$ cat config.mk
export PLATFORM = sky130hd
export DESIGN_NAME = ddr4_req_queue
export DESIGN_NICKNAME = d
export VERILOG_FILES = /design/src/rtl/ddr4_req_queue.sv
export SDC_FILE = /design/constraint.sdc
export NUM_CORES = 1
export LEC_CHECK = 0
export BUFFER_PORTS_ARGS = -buffer_cell sky130_fd_sc_hd__buf_2
export CAP_MARGIN = 10
export CORE_MARGIN = 1
export CORE_UTILIZATION = 35
export DETAILED_ROUTE_END_ITERATION = 10
export GPL_ROUTABILITY_DRIVEN = 0
export SYNTH_ARGS = -nofsm -noshare
export SYNTH_HDL_FRONTEND = slang
export SYNTH_SLANG_ARGS = --single-unit
$ cat constraint.sdc
create_clock -name clk_in -period 12.57 [get_ports clk_in]
set_input_delay 0.6285 -clock clk_in [delete_from_list [all_inputs] [get_ports clk_in]]
set_output_delay 0.6285 -clock clk_in [all_outputs]
set_load 0.005 [all_outputs]
$ cat src/rtl/ddr4_req_queue.sv
// In-order request queue in front of a DDR4 controller. A tag FIFO pairs the
// controller's in-order read data with the requester tag of each issued read.
module ddr4_req_queue #(
    parameter int PADDR_BITS = 19,
    parameter int DATA_WIDTH = 64,
    parameter int DEPTH      = 4,
    parameter int TAG_BITS   = 2
) (
    input  logic                    clk_in,
    input  logic                    rst_in,
    input  logic                    req_valid_in,
    output logic                    req_ready_out,
    input  logic                    req_we_in,
    input  logic [PADDR_BITS-1:0]   req_addr_in,
    input  logic [DATA_WIDTH-1:0]   req_wdata_in,
    input  logic [TAG_BITS-1:0]     req_tag_in,
    output logic                    mem_bus_valid_out,
    input  logic                    mem_bus_ready_in,
    output logic                    mem_bus_we_out,
    output logic [PADDR_BITS-1:0]   mem_bus_addr_out,
    output logic [DATA_WIDTH-1:0]   mem_bus_wdata_out,
    input  logic                    mem_rdata_valid_in,
    input  logic [DATA_WIDTH-1:0]   mem_rdata_in,
    output logic                    resp_valid_out,
    output logic [TAG_BITS-1:0]     resp_tag_out,
    output logic [DATA_WIDTH-1:0]   resp_data_out,
    output logic [$clog2(DEPTH):0]  count_out,
    output logic                    err_out
);
    localparam int PTR_W = $clog2(DEPTH);
    localparam int CNT_W = PTR_W + 1;
    localparam int ENT_W = 1 + PADDR_BITS + DATA_WIDTH + TAG_BITS;

    logic [ENT_W-1:0]      req_mem_q [DEPTH];
    logic [PTR_W-1:0]      req_wr_q, req_wr_d, req_rd_q, req_rd_d;
    logic [CNT_W-1:0]      req_cnt_q, req_cnt_d;
    logic [TAG_BITS-1:0]   tag_mem_q [DEPTH];
    logic [PTR_W-1:0]      tag_wr_q, tag_wr_d, tag_rd_q, tag_rd_d;
    logic [CNT_W-1:0]      tag_cnt_q, tag_cnt_d;
    logic                  resp_valid_q, resp_valid_d;
    logic [TAG_BITS-1:0]   resp_tag_q, resp_tag_d;
    logic [DATA_WIDTH-1:0] resp_data_q, resp_data_d;
    logic                  err_q, err_d;

    logic                  head_we_s;
    logic [PADDR_BITS-1:0] head_addr_s;
    logic [DATA_WIDTH-1:0] head_wdata_s;
    logic [TAG_BITS-1:0]   head_tag_s;
    logic [TAG_BITS-1:0]   pop_tag_s;
    logic                  req_empty_s, tag_empty_s, tag_full_s;
    logic                  req_push_s, req_pop_s, tag_push_s, tag_pop_s;

    assign {head_we_s, head_addr_s, head_wdata_s, head_tag_s} = req_mem_q[req_rd_q];

    assign req_empty_s = (req_cnt_q == {CNT_W{1'b0}});
    assign tag_empty_s = (tag_cnt_q == {CNT_W{1'b0}});
    assign tag_full_s  = (tag_cnt_q == CNT_W'(DEPTH));

    assign req_ready_out     = (req_cnt_q != CNT_W'(DEPTH));
    assign mem_bus_valid_out = !req_empty_s && (head_we_s || !tag_full_s);
    assign mem_bus_we_out    = req_empty_s ? 1'b0 : head_we_s;
    assign mem_bus_addr_out  = req_empty_s ? {PADDR_BITS{1'b0}} : head_addr_s;
    assign mem_bus_wdata_out = req_empty_s ? {DATA_WIDTH{1'b0}} : head_wdata_s;

    assign req_push_s = req_valid_in && req_ready_out;
    assign req_pop_s  = mem_bus_valid_out && mem_bus_ready_in;
    assign tag_push_s = req_pop_s && !head_we_s;
    // A strobe arriving with the tag FIFO empty is served by a read issuing in the same cycle.
    assign tag_pop_s  = mem_rdata_valid_in && (!tag_empty_s || tag_push_s);
    assign pop_tag_s  = tag_empty_s ? head_tag_s : tag_mem_q[tag_rd_q];

    assign count_out      = req_cnt_q;
    assign resp_valid_out = resp_valid_q;
    assign resp_tag_out   = resp_tag_q;
    assign resp_data_out  = resp_data_q;
    assign err_out        = err_q;

    // Next-state for pointers, occupancies, response register and error flag.
    always_comb begin
        req_wr_d     = req_wr_q;
        req_rd_d     = req_rd_q;
        tag_wr_d     = tag_wr_q;
        tag_rd_d     = tag_rd_q;
        resp_valid_d = 1'b0;
        resp_tag_d   = resp_tag_q;
        resp_data_d  = resp_data_q;
        if (req_push_s) begin
            req_wr_d = req_wr_q + PTR_W'(1'b1);
        end else begin
            req_wr_d = req_wr_q;
        end
        if (req_pop_s) begin
            req_rd_d = req_rd_q + PTR_W'(1'b1);
        end else begin
            req_rd_d = req_rd_q;
        end
        if (tag_push_s) begin
            tag_wr_d = tag_wr_q + PTR_W'(1'b1);
        end else begin
            tag_wr_d = tag_wr_q;
        end
        if (tag_pop_s) begin
            tag_rd_d     = tag_rd_q + PTR_W'(1'b1);
            resp_valid_d = 1'b1;
            resp_tag_d   = pop_tag_s;
            resp_data_d  = mem_rdata_in;
        end else begin
            tag_rd_d     = tag_rd_q;
            resp_valid_d = 1'b0;
        end
        req_cnt_d = req_cnt_q + CNT_W'(req_push_s) - CNT_W'(req_pop_s);
        tag_cnt_d = tag_cnt_q + CNT_W'(tag_push_s) - CNT_W'(tag_pop_s);
        err_d     = err_q || (mem_rdata_valid_in && !tag_pop_s);
    end

    // State registers and FIFO storage.
    always_ff @(posedge clk_in or posedge rst_in) begin
        if (rst_in) begin
            for (int i = 0; i < DEPTH; i++) begin
                req_mem_q[i] <= {ENT_W{1'b0}};
                tag_mem_q[i] <= {TAG_BITS{1'b0}};
            end
            req_wr_q     <= {PTR_W{1'b0}};
            req_rd_q     <= {PTR_W{1'b0}};
            req_cnt_q    <= {CNT_W{1'b0}};
            tag_wr_q     <= {PTR_W{1'b0}};
            tag_rd_q     <= {PTR_W{1'b0}};
            tag_cnt_q    <= {CNT_W{1'b0}};
            resp_valid_q <= 1'b0;
            resp_tag_q   <= {TAG_BITS{1'b0}};
            resp_data_q  <= {DATA_WIDTH{1'b0}};
            err_q        <= 1'b0;
        end else begin
            if (req_push_s) begin
                req_mem_q[req_wr_q] <= {req_we_in, req_addr_in, req_wdata_in, req_tag_in};
            end
            if (tag_push_s) begin
                tag_mem_q[tag_wr_q] <= head_tag_s;
            end
            req_wr_q     <= req_wr_d;
            req_rd_q     <= req_rd_d;
            req_cnt_q    <= req_cnt_d;
            tag_wr_q     <= tag_wr_d;
            tag_rd_q     <= tag_rd_d;
            tag_cnt_q    <= tag_cnt_d;
            resp_valid_q <= resp_valid_d;
            resp_tag_q   <= resp_tag_d;
            resp_data_q  <= resp_data_d;
            err_q        <= err_d;
        end
    end
endmodule

# After elaboration in Yosys (flattened, before gate mapping)
# Index checks and enable logic that the tools add are counted.
[totals]
word_cells = 73
ff_bits = 434
inputBits = 155
out_inout_bits = 157
[classes]
n_lt_le_gt_ge = 6
bitwise_logic = 4
n_addsub = 8
muxes = 17
n_reduce_logical = 18
n_eq_ne = 2
[op_table]
columns = ["operator", "n"]
rows = [
  ["$bwmux 344", 1],
  ["$mux 86", 3],
  ["$bmux 86 s2", 1],
  ["$demux 86 s2", 1],
  ["$mux 64", 1],
  ["$mux 19", 1],
  ["$ge 3x3->1 const B", 4],
  ["$not 2->3", 4],
  ["$add 2x1->2 const B", 4],
  ["$bwmux 8", 1],
  ["$logic_and 1x1->1", 8],
  ["$mux 2", 4],
  ["$add 3x1->3", 2],
  ["$logic_not 3->1", 2],
  ["$lt 3x1->1 const B", 2],
  ["$sub 3x1->3", 2],
  ["$logic_not 1->1", 5],
  ["$bmux 2 s2", 1],
  ["$demux 2 s2", 1],
  ["$eq 3x3->1 const B", 1],
  ["$logic_or 1x1->1", 3],
  ["$ne 3x3->1 const B", 1],
  ["$mux 1", 2],
]

# Depth between registers and ports, before layout
# Gate-level depths: netlist of run 1.
[depth]
word_depth = 13
depth_mapped = 12
ltp_nobuf = 10

# Least setup slack after synthesis of run 1
# OpenSTA, ideal clock, no wires.
[synth_path]
path_type = "register to register"
from = "register req_rd_q[0]"
to = "register tag_cnt_q[2]"
path_stages_with_launch = 13
path_buffers = 3
synth_period_minus_slack_ns = 2.846
slack_ns = 9.724
t_arrival_ns = 2.718
t_required_ns = 12.443
setup_time_ns = 0.127
path_cell_list = "dfrtp_1 -> buf_2 -> mux4_2 -> o31ai_4 -> buf_4 -> buf_6 -> ha_1 -> inv_1 -> ha_1 -> inv_1 -> fa_1 -> xnor2_1 -> xnor2_1"
[synth_via]
elab_chain_len = 11
word_cells_on_any_way = 13
classes_between = "add/sub: 2; mux: 3; bitwise: 1; reduce/logical: 7"
[synth_rtl]
columns = ["element", "line", "rtl"]
rows = [
  ["from (decl)", "35", "logic [PTR_W-1:0] req_wr_q, req_wr_d, req_rd_q, req_rd_d;"],
  ["from (signal assigned)", "124", "req_rd_q <= {PTR_W{1'b0}};"],
  ["from (signal assigned)", "141", "req_rd_q <= req_rd_d;"],
  ["$not 2->3 (not written as such) (*)", "53", "assign {head_we_s, head_addr_s, head_wdata_s, head_tag_s} = req_mem_q[req_rd_q];"],
  ["$bmux 86 s2 (*)", "53", ""],
  ["$mux 86 (not written as such) (*) (2 in a row)", "53", ""],
  ["$logic_or 1x1->1", "60", "assign mem_bus_valid_out = !req_empty_s && (head_we_s || !tag_full_s);"],
  ["$logic_and 1x1->1", "60", ""],
  ["$logic_and 1x1->1", "66", "assign req_pop_s = mem_bus_valid_out && mem_bus_ready_in;"],
  ["$logic_and 1x1->1 (*)", "67", "assign tag_push_s = req_pop_s && !head_we_s;"],
  ["parallel branches: the longest is 2 deep, another holds $add 3x1->3", "--", ""],
  ["$sub 3x1->3 (*)", "112", "tag_cnt_d = tag_cnt_q + CNT_W'(tag_push_s) - CNT_W'(tag_pop_s);"],
  ["named net tag_cnt_d[2]", "39", "logic [CNT_W-1:0] tag_cnt_q, tag_cnt_d;"],
  ["to (signal assigned)", "128", "tag_cnt_q <= {CNT_W{1'b0}};"],
  ["to (signal assigned)", "145", "tag_cnt_q <= tag_cnt_d;"],
  ["to (decl)", "39", ""],
]
# Mark *: on every way through the listed nets, which the timed path passes. The select of a mux whose other input is x is not followed.
# A chain may end at the register's enable or synchronous reset.

# Worst setup path in the final report of run 1
[layout_path]
from = "register req_rd_q[1]"
to = "register tag_cnt_q[2]"
# The elaborated chain is that of the path after synthesis.

==> results of run 1 <==
## per-layer routing
layer | vias to the layer above | part of all wire, % | GRT usage, %
li1 | 4919 | - | -
met1 | 5777 | 43 | 20.9
met5 | - | 0.11 | 0
met4 | 8 | 1.8 | 4.54
met3 | 66 | 5.1 | 4.11
met2 | 214 | 50 | 27.0
## critical path: stages, from the launching register on
cell and delay, ns:
dfrtp_4 0.96, mux4_2 0.57, o31ai_4 0.25, buf_4 0.71
ha_1 0.36, inv_1 0.06, ha_1 0.13, inv_1 0.05
fa_1 0.37, xnor2_1 0.14, xnor2_1 0.12
## worst paths after layout
path | from | to | slack (ns)
worst max-delay path | req_rd_q[1] | tag_cnt_q[2] | 8.71
worst min-delay path | rst_in | req_mem_q[247] | 0.09
worst max register to register | req_rd_q[1] | tag_cnt_q[2] | 8.71
worst min register to register | err_out | err_out | 0.46
max in group asynchronous | rst_in | req_mem_q[123] | 9.75
min in group clk_in | mem_rdata_in[14] | resp_data_out[14] | 0.25
## kinds of logic (layout without fill, tap and decap cells)
logic type               after synthesis  after routing  share of synthesized area, %
adder cells (fa/ha/maj)               14             14                         0.994
AND/OR/NAND/NOR                      106            106                          3.73
buffers and inverters                 90            436                          2.41
other                                  0              2                             0
flip-flops                           434            434                          56.8
XOR/XNOR                               9              9                         0.412
multiplexers                         510            510                          35.2
AO/OA/AOI/OAI                          9              9                         0.504
## metrics by stage
stage	util (%)	power [uW]	worst slack [ns]	hold slack, ns
after floorplan	-	4300	6.08	0.460
after global placement	39.5	5110	8.66	0.458
after detailed placement	39.5	5190	8.63	0.449
after CTS	42.8	6750	8.63	0.0469
after global routing	42.8	7060	8.46	0.0880
final	42.8	6620	8.71	0.0857
## state kept, by name, summed over array words and instances (netlist names)
name and count:
tag_rd_q 2, resp_valid_out 1, req_mem_q 344, resp_tag_out 2
tag_wr_q 2, tag_mem_q 8, err_out 1, tag_cnt_q 3
resp_data_out 64, req_rd_q 2, req_wr_q 2, count_out 3
## cells in the final DEF, fill, tap and decap left out, types with 12 or more instances in the layout
cell type	count
dfrtp_1	432
mux2_2	404
buf_2	311
mux4_2	88
nor2b_1	84
clkbuf_16	50
mux2_1	18
buf_4	16
inv_1	14
clkbuf_8	14
clkinv_2	13
ha_1	12
## layout make-up
type	instances	share of cell area, %
Antenna cell	2	0.0217
Clock buffer	69	6.34
Clock inverter	25	1.23
Inverter	15	0.260
Multi-Input combinational cell	648	34.0
Sequential cell	434	47.1
Tap cell	696	3.77
Timing Repair Buffer	327	7.27
## power by group
group	switching, uW	leakage, uW	internal, uW
Sequential	388	0.00513	2100
Combinational	1040	0.00421	1580
Clock	592	0.000874	919
==> results.py, run 1 <==
metrics = {
    "power_and_ir_drop": {
        "power_density_nw_per_um2": 287,
        "vdd_drop_max_mv": 0.118,
        "p_leak_uw": 0.0102,
    },
    "logic_synthesis": {
        "synth_warnings": 0,
        "synth_area_um2": 19100,
        "async_flop_share_pct": 100,
        "syn_inst": 1172,
        "ys_ff_latch": 434,
        "ys_seq_area_share_pct": 56.8,
        "synthFlopType": "dfrtp_1",
        "synth_cell_type_count": 33,
        "synthMostInstantiatedCell": "dfrtp_1",
        "syn_area_per_cell_um2": 16.3,
        "synth_common_cells": "dfrtp_1 (434), mux2_2 (404), mux4_2 (88)",
        "synth_top_area_share_pct": 56.8,
        "synth_top_cell_by_area": "dfrtp_1",
        "synth.area.top_cells": "dfrtp_1 (57%), mux2_2 (24%), mux4_2 (10%), nor2b_1 (2.7%), mux2_1 (1.1%)",
        "synth_edf_count": 0,
        "synth_fp_nets": 1341,
    },
    "routing": {
        "dr.pass1.iters": 4,
        "wl_per_cell_um": 19.8,
        "via_count": 10984,
        "route.detailed.drc": 0,
        "ant_nets": 0,
        "vias_per_cell": 4.96,
        "first_iter_violations": 435,
        "wl_mm": 43.9,
    },
    "cells_and_area": {
        "nets": 1645,
        "multi_input_area_um2": 7850,
        "regArea_um2": 10900,
        "fin_cells": 2216,
        "fin_area_um2": 23100,
        "n_fill_cell": 4927,
        "layout-drive-gt1-share_pct": 60.9,
        "syn_to_final_growth_pct": 20.6,
    },
    "critical_path": {
        "crit_arrival_ns": 4.33,
        "path_class": "reg -> reg",
        "cp_data_required_time_ns": 13.03,
        "start_kind": "flip-flop",
        "reg2reg_depth": 10,
        "end_kind": "flip-flop",
        "crit_fanout": 69,
    },
    "global_routing": {
        "grt_overflow": 0,
        "grt_max_degree": 85,
        "grt_pass1_wl_mm": 70.5,
        "grt_usage_pct": 16.2,
        "grt_pass1_vias": 12176,
        "antenna_found_initial": 6,
    },
    "placement": {
        "place_area_um2": 21300,
        "io_buffers": 311,
        "dp.cells": 2120,
        "dpl.hpwl_mm": 26.9,
    },
    "clock_tree": {
        "ctsLongestPathBuffers": 3,
        "ctsResizeCount": 0,
        "ctsRootBufferMaster": "clkbuf_16",
        "clock-sinks": 434,
        "cts_tree": "done",
        "cts_setup_buffers": 0,
        "clkLatencyLatePin_ns": 0.59,
        "clk_pin_slew_worst_paths_ns": 0.06,
        "cts_made_buffers": 50,
        "cts_hold_buf": 0,
        "h-tree-depth": 2,
    },
    "sta": {
        "rsz0062_at_grt": "false",
        "fin_worst_skew_ns": 0.0233,
        "hold_violations": 0,
        "setup_viol": 0,
        "relSlewSlack_pct": 28.0,
        "worst_slew_pin_slew_ns": 1.08,
        "timing.fmax_ghz": 0.259,
        "post-route-period-util_pct": 30.7,
        "tns_ns": 0,
        "drv_slew": 0,
        "fin_crit_ns": 3.86,
    },
    "die": {
        "die-height_um": 236,
        "std_cell_rows": 85,
        "initial_utilization_pct": 35.5,
        "core_area_um2": 53900,
        "fp.dieArea_um2": 55600,
        "ios": 312,
        "dieWidth_um": 236,
    },
    "run": {
        "maxCapViolCount": 0,
    },
    "run_status": {
        "status": "finished clean",
    },
    "min_path": {
        "min_path_type": "in -> async",
    },
}
(Power assumes the default switching activity.)
==> run 2: changes to the inputs <==
- clock period: 12.57 -> 3.9 ns (I/O delays scaled with it)
==> results.py, run 2 (synthesized netlist as in run 1, its figures left out) <==
metrics = {
    "clock_tree": {
        "ctsResizeCount": 0,
        "clkLatencyLatePin_ns": 0.57,
        "cts_made_buffers": 51,
        "clock-sinks": 434,
        "h-tree-depth": 2,
        "ctsLongestPathBuffers": 3,
        "cts_tree": "done",
        "ctsRootBufferMaster": "clkbuf_16",
        "clk_pin_slew_worst_paths_ns": 0.06,
    },
    "cells_and_area": {
        "syn_to_final_growth_pct": 28.8,
        "largest_reg_flops": 344,
        "n_fill_cell": 4758,
        "final_util_pct": 45.7,
        "final_common_cell": "dfrtp_1",
        "layout-drive-gt1-share_pct": 54.8,
        "regMostFlops": "req_mem_q",
        "layout_common_cells": "dfrtp_1 (432), mux2_2 (404), buf_2 (311)",
        "nets": 1805,
    },
    "min_path": {
        "worst_hold_path.num_cells": 3,
        "min_path_type": "in -> reg",
    },
    "global_routing": {
        "grt_usage_pct": 16.5,
        "antenna_found_initial": 3,
        "grt_max_degree": 106,
        "grt_pass1_wl_mm": 72.4,
        "grt_overflow": 0,
        "grt_pass1_vias": 12795,
    },
    "routing": {
        "first_iter_violations": 443,
        "wl_per_cell_um": 19.1,
        "dr_wl_met2_mm": 22.2,
        "via_count": 11571,
        "ant_nets": 0,
        "top_layer": "met5",
        "wl_met3_mm": 2.07,
        "dr.pass1.iters": 4,
        "vias_per_cell": 4.88,
        "route.detailed.drc": 0,
        "wl_mm": 45.2,
        "wirelength_met1_mm": 20.0,
    },
    "sta": {
        "hold_violations": 0,
        "worst_slew_pin_slew_ns": 0.960,
        "post-route-period-util_pct": 83.8,
        "rsz0062_at_grt": "false",
        "hold-worst-slack_ns": 0.114,
        "relSlewSlack_pct": 35.9,
        "fin_crit_ns": 3.27,
        "setup_viol": 0,
        "fin_worst_skew_ns": 0.0117,
        "drv_slew": 0,
        "timing.fmax_ghz": 0.306,
    },
    "critical_path": {
        "cp_data_required_time_ns": 3.70,
        "path_class": "reg -> out",
        "cp_slowest_cell": "buf_4",
        "max_stage_delay_ns": 0.67,
        "crit_arrival_ns": 3.07,
        "start_kind": "flip-flop",
        "reg2reg_depth": 10,
        "cp_cell_sequence": "buf_4 > buf_4 > mux4_2 > nor2b_1 > buf_2",
        "cp_num_cells": 5,
        "crit_fanout": 50,
        "crit_buf_inv": 3,
        "cp_top_family": "buffers and inverters",
        "crit_top_cell": "buf_4",
        "end_kind": "output port",
    },
    "die": {
        "std_cell_rows": 85,
        "core_area_um2": 53900,
        "dieWidth_um": 236,
        "ios": 312,
        "initial_utilization_pct": 35.5,
        "fp.dieArea_um2": 55600,
        "die-height_um": 236,
    },
    "power_and_ir_drop": {
        "power_density_nw_per_um2": 864,
        "vdd_drop_max_mv": 0.459,
        "p_leak_uw": 0.0108,
    },
    "run": {
        "maxCapViolCount": 0,
    },
    "placement": {
        "io_buffers": 311,
        "dpl.hpwl_mm": 27.3,
    },
    "run_status": {
        "status": "finished clean",
    },
}
-- run 2: final cells by class --
cell class | count | area [um2] | share of cell area, %
Timing Repair Buffer | 486 | 3370 | 13.7
Sequential cell | 434 | 10900 | 44.1
Multi-Input combinational cell | 648 | 7850 | 31.9
Inverter | 15 | 60.1 | 0.244
Antenna cell | 2 | 5.00 | 0.0203
Clock inverter | 13 | 114 | 0.462
Tap cell | 696 | 871 | 3.53
Clock buffer | 77 | 1510 | 6.11
-- run 2: path summary, 6_finish.rpt --
check	startpoint	to	slack, ns
worst max-delay path	req_rd_q[1]	mem_bus_wdata_out[34]	0.63
worst min-delay path	req_valid_in	req_wr_q[0]	0.11
worst max register to register	req_rd_q[0]	tag_cnt_q[2]	0.90
worst min register to register	resp_data_out[7]	resp_data_out[7]	0.48
max in group asynchronous	rst_in	req_mem_q[113]	2.44
min in group asynchronous	rst_in	req_mem_q[328]	0.39
-- run 2: per-layer routing --
layer	GRT usage (%)	vias up
met5	0	-
met4	4.59	2
met3	3.64	65
met2	27.7	230
met1	21.4	6070
li1	-	5204
-- run 2: through the flow --
step	setup TNS, ns	area [um2]	std cells	power (uW)	worst slack (ns)
6_report	0	24600	2371	21300	0.631
3_5_place_dp	0	21500	2126	16800	0.907
4_1_cts	0	24600	2369	21700	0.527
3_3_place_gp	0	21500	2126	16500	0.967
5_1_grt	0	24600	2371	22700	0.457
2_1_floorplan	-935.85	19100	1172	13900	-2.16
-- run 2: report_power, final --
group | leakage, uW | switching [uW] | internal, uW | total [uW]
Sequential | 0.00513 | 1100 | 6770 | 7870
Clock | 0.000780 | 1860 | 2730 | 4580
Combinational | 0.00492 | 3590 | 5240 | 8830
Total | 0.0108 | 6550 | 14700 | 21300
-- run 2: what timing repair did --
action	4_1_cts	5_1_grt
hold endpoints to repair	441	0
hold buffers	153	0
buffers inserted	0	0
-- run 2: worst min-delay path, cell delays in order --
cell     delay (ns)
buf_2          0.18
nand2_1        0.18
xnor2_1        0.08
